--- src/rtl/cp2_fetch_ctrl.sv ---
// cp2_fetch_ctrl
// ---------------------------------------------------------------------------
// Fetch sequencer for the cp2 core. Owns the program counter. Reads
// instruction words from memory over a req/ack handshake. Hands each word to
// the fetch stage as a one-cycle irenable pulse alongside ir.
//
// Memory handshake: mem_req rises with a stable mem_addr and stays high,
// with mem_addr unchanged, until the cycle in which mem_ack is sampled high.
// mem_rdata is valid only in that cycle. A request is never withdrawn
// before its ack. The exceptions are reset and watchdog expiry, which
// abandon it.
//
// Ports
//   clk        system clock
//   rst        synchronous, active-low reset
//   run        enable fetching
//   stall      downstream cannot accept a word this cycle
//   flush      one-cycle redirect request
//   flush_pc   redirect target, sampled with flush
//   mem_ack    memory read complete, mem_rdata valid
//   mem_rdata  instruction word from memory
//   mem_req    read request, held until acked
//   mem_addr   read address
//   pc         address of the next word to fetch
//   irenable   one-cycle pulse: ir holds a new instruction
//   ir         fetched instruction
//   fetch_err  one-cycle pulse on watchdog expiry
//   busy       sequencer not idle
//   fsm_state  current state encoding, for observation
// ---------------------------------------------------------------------------
module cp2_fetch_ctrl #(
    parameter int unsigned        ADDR_W   = 32,
    parameter int unsigned        DATA_W   = 32,
    parameter logic [ADDR_W-1:0]  RESET_PC = '0,
    parameter int unsigned        PC_STEP  = 4,
    parameter int unsigned        TIMEOUT  = 255
) (
    input  logic              clk,
    input  logic              rst,
    input  logic              run,
    input  logic              stall,
    input  logic              flush,
    input  logic [ADDR_W-1:0] flush_pc,
    input  logic              mem_ack,
    input  logic [DATA_W-1:0] mem_rdata,
    output logic              mem_req,
    output logic [ADDR_W-1:0] mem_addr,
    output logic [ADDR_W-1:0] pc,
    output logic              irenable,
    output logic [DATA_W-1:0] ir,
    output logic              fetch_err,
    output logic              busy,
    output logic [2:0]        fsm_state
);

    typedef enum logic [2:0] {
        IDLE  = 3'd0,
        REQ   = 3'd1,
        HOLD  = 3'd2,
        ISSUE = 3'd3,
        DRAIN = 3'd4
    } state_t;

    localparam int unsigned CNT_W   = (TIMEOUT < 1) ? 1 : $clog2(TIMEOUT + 1);
    localparam int unsigned ALIGN_W = (PC_STEP <= 1) ? 0 : $clog2(PC_STEP);
    localparam logic [ADDR_W-1:0] ALIGN_MASK = ~ADDR_W'((64'd1 << ALIGN_W) - 64'd1);
    localparam logic [ADDR_W-1:0] STEP       = ADDR_W'(PC_STEP);
    localparam logic [CNT_W:0]    TMO        = (CNT_W + 1)'(TIMEOUT);

    state_t            state, state_d;
    logic [ADDR_W-1:0] pc_d, mem_addr_d, flush_target;
    logic [DATA_W-1:0] ir_d;
    logic [CNT_W-1:0]  cnt, cnt_d, cnt_sat;
    logic [CNT_W:0]    cnt_inc;
    logic              timeout_hit;
    logic              mem_req_d, irenable_d, fetch_err_d, busy_d;

    assign flush_target = flush_pc & ALIGN_MASK;
    assign cnt_inc      = {1'b0, cnt} + 1'b1;
    // The counter holds at its maximum instead of wrapping. This only
    // matters when the watchdog is disabled.
    assign cnt_sat      = cnt_inc[CNT_W] ? cnt : cnt_inc[CNT_W-1:0];
    assign timeout_hit  = (TIMEOUT != 0) && (cnt_inc == TMO);
    assign fsm_state    = state;

    always_comb begin
        state_d     = state;
        pc_d        = pc;
        ir_d        = ir;
        cnt_d       = '0;
        fetch_err_d = 1'b0;
        case (state)
            IDLE: begin
                if (flush) pc_d = flush_target;
                if (run) state_d = REQ;
            end
            REQ: begin
                if (mem_ack) begin
                    if (flush) begin
                        pc_d    = flush_target;
                        state_d = run ? REQ : IDLE;
                    end else begin
                        ir_d    = mem_rdata;
                        pc_d    = pc + STEP;
                        state_d = stall ? HOLD : ISSUE;
                    end
                end else if (timeout_hit) begin
                    // A dead memory wins over a redirect. pc stays put so
                    // the failing address is still visible.
                    state_d     = IDLE;
                    fetch_err_d = 1'b1;
                end else if (flush) begin
                    // The bus transfer cannot be aborted. Wait it out in DRAIN,
                    // and keep the watchdog counting on the same transfer.
                    pc_d    = flush_target;
                    state_d = DRAIN;
                    cnt_d   = cnt_sat;
                end else begin
                    cnt_d = cnt_sat;
                end
            end
            HOLD: begin
                if (flush) begin
                    pc_d    = flush_target;
                    state_d = run ? REQ : IDLE;
                end else if (!stall) begin
                    state_d = ISSUE;
                end
            end
            ISSUE: begin
                if (flush) pc_d = flush_target;
                state_d = run ? REQ : IDLE;
            end
            DRAIN: begin
                if (mem_ack) begin
                    if (flush) pc_d = flush_target;
                    state_d = run ? REQ : IDLE;
                end else if (timeout_hit) begin
                    state_d     = IDLE;
                    fetch_err_d = 1'b1;
                end else begin
                    if (flush) pc_d = flush_target;
                    cnt_d = cnt_sat;
                end
            end
            default: state_d = IDLE;
        endcase

        // Outputs are decoded from the next state and then registered.
        mem_req_d  = (state_d == REQ) || (state_d == DRAIN);
        mem_addr_d = (state_d == REQ) ? pc_d : mem_addr;
        irenable_d = (state_d == ISSUE);
        busy_d     = (state_d != IDLE);
    end

    always_ff @(posedge clk) begin
        if (!rst) begin
            state     <= IDLE;
            pc        <= RESET_PC;
            ir        <= '0;
            cnt       <= '0;
            mem_req   <= 1'b0;
            mem_addr  <= '0;
            irenable  <= 1'b0;
            fetch_err <= 1'b0;
            busy      <= 1'b0;
        end else begin
            state     <= state_d;
            pc        <= pc_d;
            ir        <= ir_d;
            cnt       <= cnt_d;
            mem_req   <= mem_req_d;
            mem_addr  <= mem_addr_d;
            irenable  <= irenable_d;
            fetch_err <= fetch_err_d;
            busy      <= busy_d;
        end
    end

endmodule

--- config.mk ---
export PLATFORM = sky130hd
export DESIGN_NAME = cp2_fetch_ctrl
export DESIGN_NICKNAME = d
export VERILOG_FILES = /design/src/rtl/cp2_fetch_ctrl.sv
export SDC_FILE = /design/constraint.sdc
export NUM_CORES = 1
export LEC_CHECK = 0
export ABC_AREA = 1
export CAP_MARGIN = 15
export CORE_MARGIN = 10
export CORE_UTILIZATION = 54
export DETAILED_ROUTE_END_ITERATION = 7
export GPL_ROUTABILITY_DRIVEN = 1
export PLACE_DENSITY_LB_ADDON = 0.3
export SLEW_MARGIN = 25
export SYNTH_ARGS = -nofsm -noshare
export SYNTH_HDL_FRONTEND = slang
export SYNTH_SLANG_ARGS = --single-unit
--- constraint.sdc ---
create_clock -name clk -period 3.1 [get_ports clk]
set_input_delay 0.62 -clock clk [delete_from_list [all_inputs] [get_ports clk]]
set_output_delay 0.62 -clock clk [all_outputs]
set_load 0.05 [all_outputs]
==> flow_summary.toml <==
[synth]
ys_warn_count = 0
synthArstFlopShare = 0
synth.largest_area_cell = "dfxtp_1"
netlist_instances = 1150
synth.top_cell.area_share = 0.330
synth.area.top_cells = "dfxtp_1 33%, nand2_1 19%, nor2_1 14%"
synthMostInstantiatedCell = "nand2_1"
synth_nets = 1223
synth-seq-cells = 111
syn_avg_cell_area_um2 = 5.86
netlist_area_mm2 = 0.00674
ys_types = 35
synth_common_cells = "333 x nand2_1, 253 x nor2_1, 111 x dfxtp_1, 104 x o21ai_0, 86 x a21oi_1"
seq_area_frac_synth = 0.330
synth_flop_cell = "dfxtp_1"
synth_edf_count = 0

[global_route]
grt_pass1_vias = 7485
antenna_found_initial = 0
grt_pass1_wl_um = 37400
grt.overflow.total = 0
grt_max_degree = 69
grt_usage = 0.257

[place]
dpl_cell_area_mm2 = 0.00859
io_buffer_count = 170
gp_congestion = 0.978
dp_hpwl_um = 16800

[job]
max_cap_viol_count = 0

[power]
ir_drop_v = 0.000372
p_total_mw = 4.34
p_leak_nw = 3.84
powerDensity_mw_per_mm2 = 489

[setup_path]
regToRegStartpoint = "cnt[1]$_SDFFE_PP0N_"
startpoint_type = "register"
ff2ff_path_depth = 17
critPathCapture = "mem_addr[7]$_SDFFE_PN0N_"
worst_path_most_repeated_cell = "nand2_1"
worstSetupPathType = "register to register"
worstPathArrival_ns = 2.94
r2r_slack_ns = 0.42
slowest_stage = "dfxtp_1"
critPathRequiredTime_ns = 3.37
path_delay_family = "simple AND/OR/NAND/NOR gates"
critPathBufInv = 3
crit_cells = 17
worstReg2RegEnd = "mem_addr[7]$_SDFFE_PN0N_"
crit_start = "cnt[1]$_SDFFE_PP0N_"
crit_fanout = 31
critPathMaxStageDelay_ns = 0.42
crit_chain = "ha_1 -> nand2_1 -> nor2_1 -> nand3_1 -> nand2_2 -> inv_2 -> nand3_4 -> nand3_1 -> nand2_1 -> nand2_1 -> nand3_2 -> nand2_4 -> inv_2 -> buf_4 -> nand2_1 -> nand2_1 -> nor2_1"
crit_path_end_kind = "register"

[worst_hold_path]
hold_path.class = "register to register"

[final_layout]
area_growth_pct = 31.7
n_antenna_cell = 0
fin_area_mm2 = 0.00888
finish.utilization = 0.733
drive_above_1_share = 0.0537
nNetsFinal = 1371

[timing]
setup_viol = 0
slew_viol_final = 0
worst_clock_skew_ns = 0.00914
hold_violations = 0
fin_setup_tns_ns = 0
tightest_slew_ns = 0.628
fmax_mhz = 374
holdWs_ns = 0.482
min_period_ns = 2.68
slew_headroom = 0.581
rsz0062_at_grt = "false"
finalCritPeriodShare = 0.863

[floorplanning]
die_w_um = 132
rows = 40
start_util = 0.557
num_io_pins = 173
die-area_mm2 = 0.0174
coreArea_mm2 = 0.0121
die_h_um = 132

[clock_network]
cts_hold_buf = 0
cts_made_buffers = 9
cts_sinks = 111
cts_resized = 0
cts_root_buf = "clkbuf_16"
htreeDepth = 3
clk_pin_slew_ns = 0.07
clockBufferDepth = 2
clk_latency_ns = 0.37
cts_setup_buffers = 0
tritoncts = "built"

[detailed_routing]
ant_nets = 0
vias_per_cell = 5.43
routedWlPerCell_um = 15.8
vias = 7989
wl_um = 23200
first_pass_iters = 6
drc = 0
drt_iter0_drc = 872

[outcome]
status = "completed"
metal layers:
layer,share of wire,GRT usage
met5,0,0
met4,0.018,0.0735
met3,0.11,0.0842
met2,0.48,0.431
met1,0.39,0.305
power by group:
group / switching, mW / internal, mW
clock: 0.584 / 0.565
combinational: 1.00 / 0.511
sequential: 0.122 / 1.55
total: 1.71 / 2.63
kinds of logic (layout without fill, tap and decap cells):
logic type,Yosys count,count (layout),share of synthesized area
buffers and inverters,139,292,0.0828
AND/OR/NAND/NOR,667,667,0.397
AO/OA/AOI/OAI,216,216,0.167
XOR/XNOR,14,14,0.0182
adder cells (fa/ha/maj),3,3,0.00557
flip-flops,111,111,0.330
flip-flops by register name (all words and copies together), names as in the netlist:
name,count
mem_req,1
fetch_err,1
busy,1
ir,32
pc,32
mem_addr,32
cnt,8
irenable,1
fsm_state,3
how the worst min path moves through the flow:
| stage | startpoint | endpoint | slack [ns] | cells after the start |
|---|---|---|---|---|
| detailed placement | mem_addr[22]$_SDFFE_PN0N_ | mem_addr[22]$_SDFFE_PN0N_ | 0.46 | 2 |
| global route | mem_addr[9]$_SDFFE_PN0N_ | mem_addr[9]$_SDFFE_PN0N_ | 0.51 | 2 |
| global placement | mem_addr[22]$_SDFFE_PN0N_ | mem_addr[22]$_SDFFE_PN0N_ | 0.46 | 2 |
| CTS | mem_addr[24]$_SDFFE_PN0N_ | mem_addr[24]$_SDFFE_PN0N_ | 0.49 | 2 |
| finish | mem_addr[24]$_SDFFE_PN0N_ | mem_addr[24]$_SDFFE_PN0N_ | 0.48 | 2 |
| floorplan | cnt[1]$_SDFFE_PP0N_ | cnt[1]$_SDFFE_PP0N_ | 0.50 | 2 |
worst min-delay path: cells and delay by family (launching register included):
family / cells / cell delay (ns)
flip-flops: 1 / 0.33
AND/OR/NAND/NOR: 2 / 0.12
area by class of cell:
type | count | area (um2)
sequential | 111 | 2220
multi-input combinational | 900 | 3960
clock inverter | 7 | 65.1
timing repair buffer | 193 | 1880
fill | 1068 | 3230
inverter | 83 | 312
tap | 168 | 210
clock buffer | 9 | 225
through the flow:
stage / cells / setup WS [ns]
2_1_floorplan: 1150 / 0.822
3_3_place_gp: 1455 / 0.292
3_5_place_dp: 1455 / 0.240
4_1_cts: 1471 / 0.435
5_1_grt: 1471 / 0.152
6_report: 1471 / 0.425
placed cells by master (no fill, tap or decap), types with 6 or more instances in the layout:
| master | count |
|---|---|
| nand2_1 | 333 |
| buf_4 | 22 |
| xor2_1 | 14 |
| o211ai_1 | 9 |
| inv_2 | 7 |
| clkdlybuf4s50_1 | 169 |
| a31oi_1 | 6 |
| dfxtp_1 | 111 |
| inv_1 | 74 |
| clkbuf_16 | 9 |
| nor3_1 | 9 |
| nand3_1 | 43 |
| or2_2 | 11 |
| o21ai_0 | 104 |
| o21ai_1 | 6 |
| nor2_1 | 252 |
| a21oi_1 | 86 |
No activity file was read; power rests on OpenSTA's default activity.
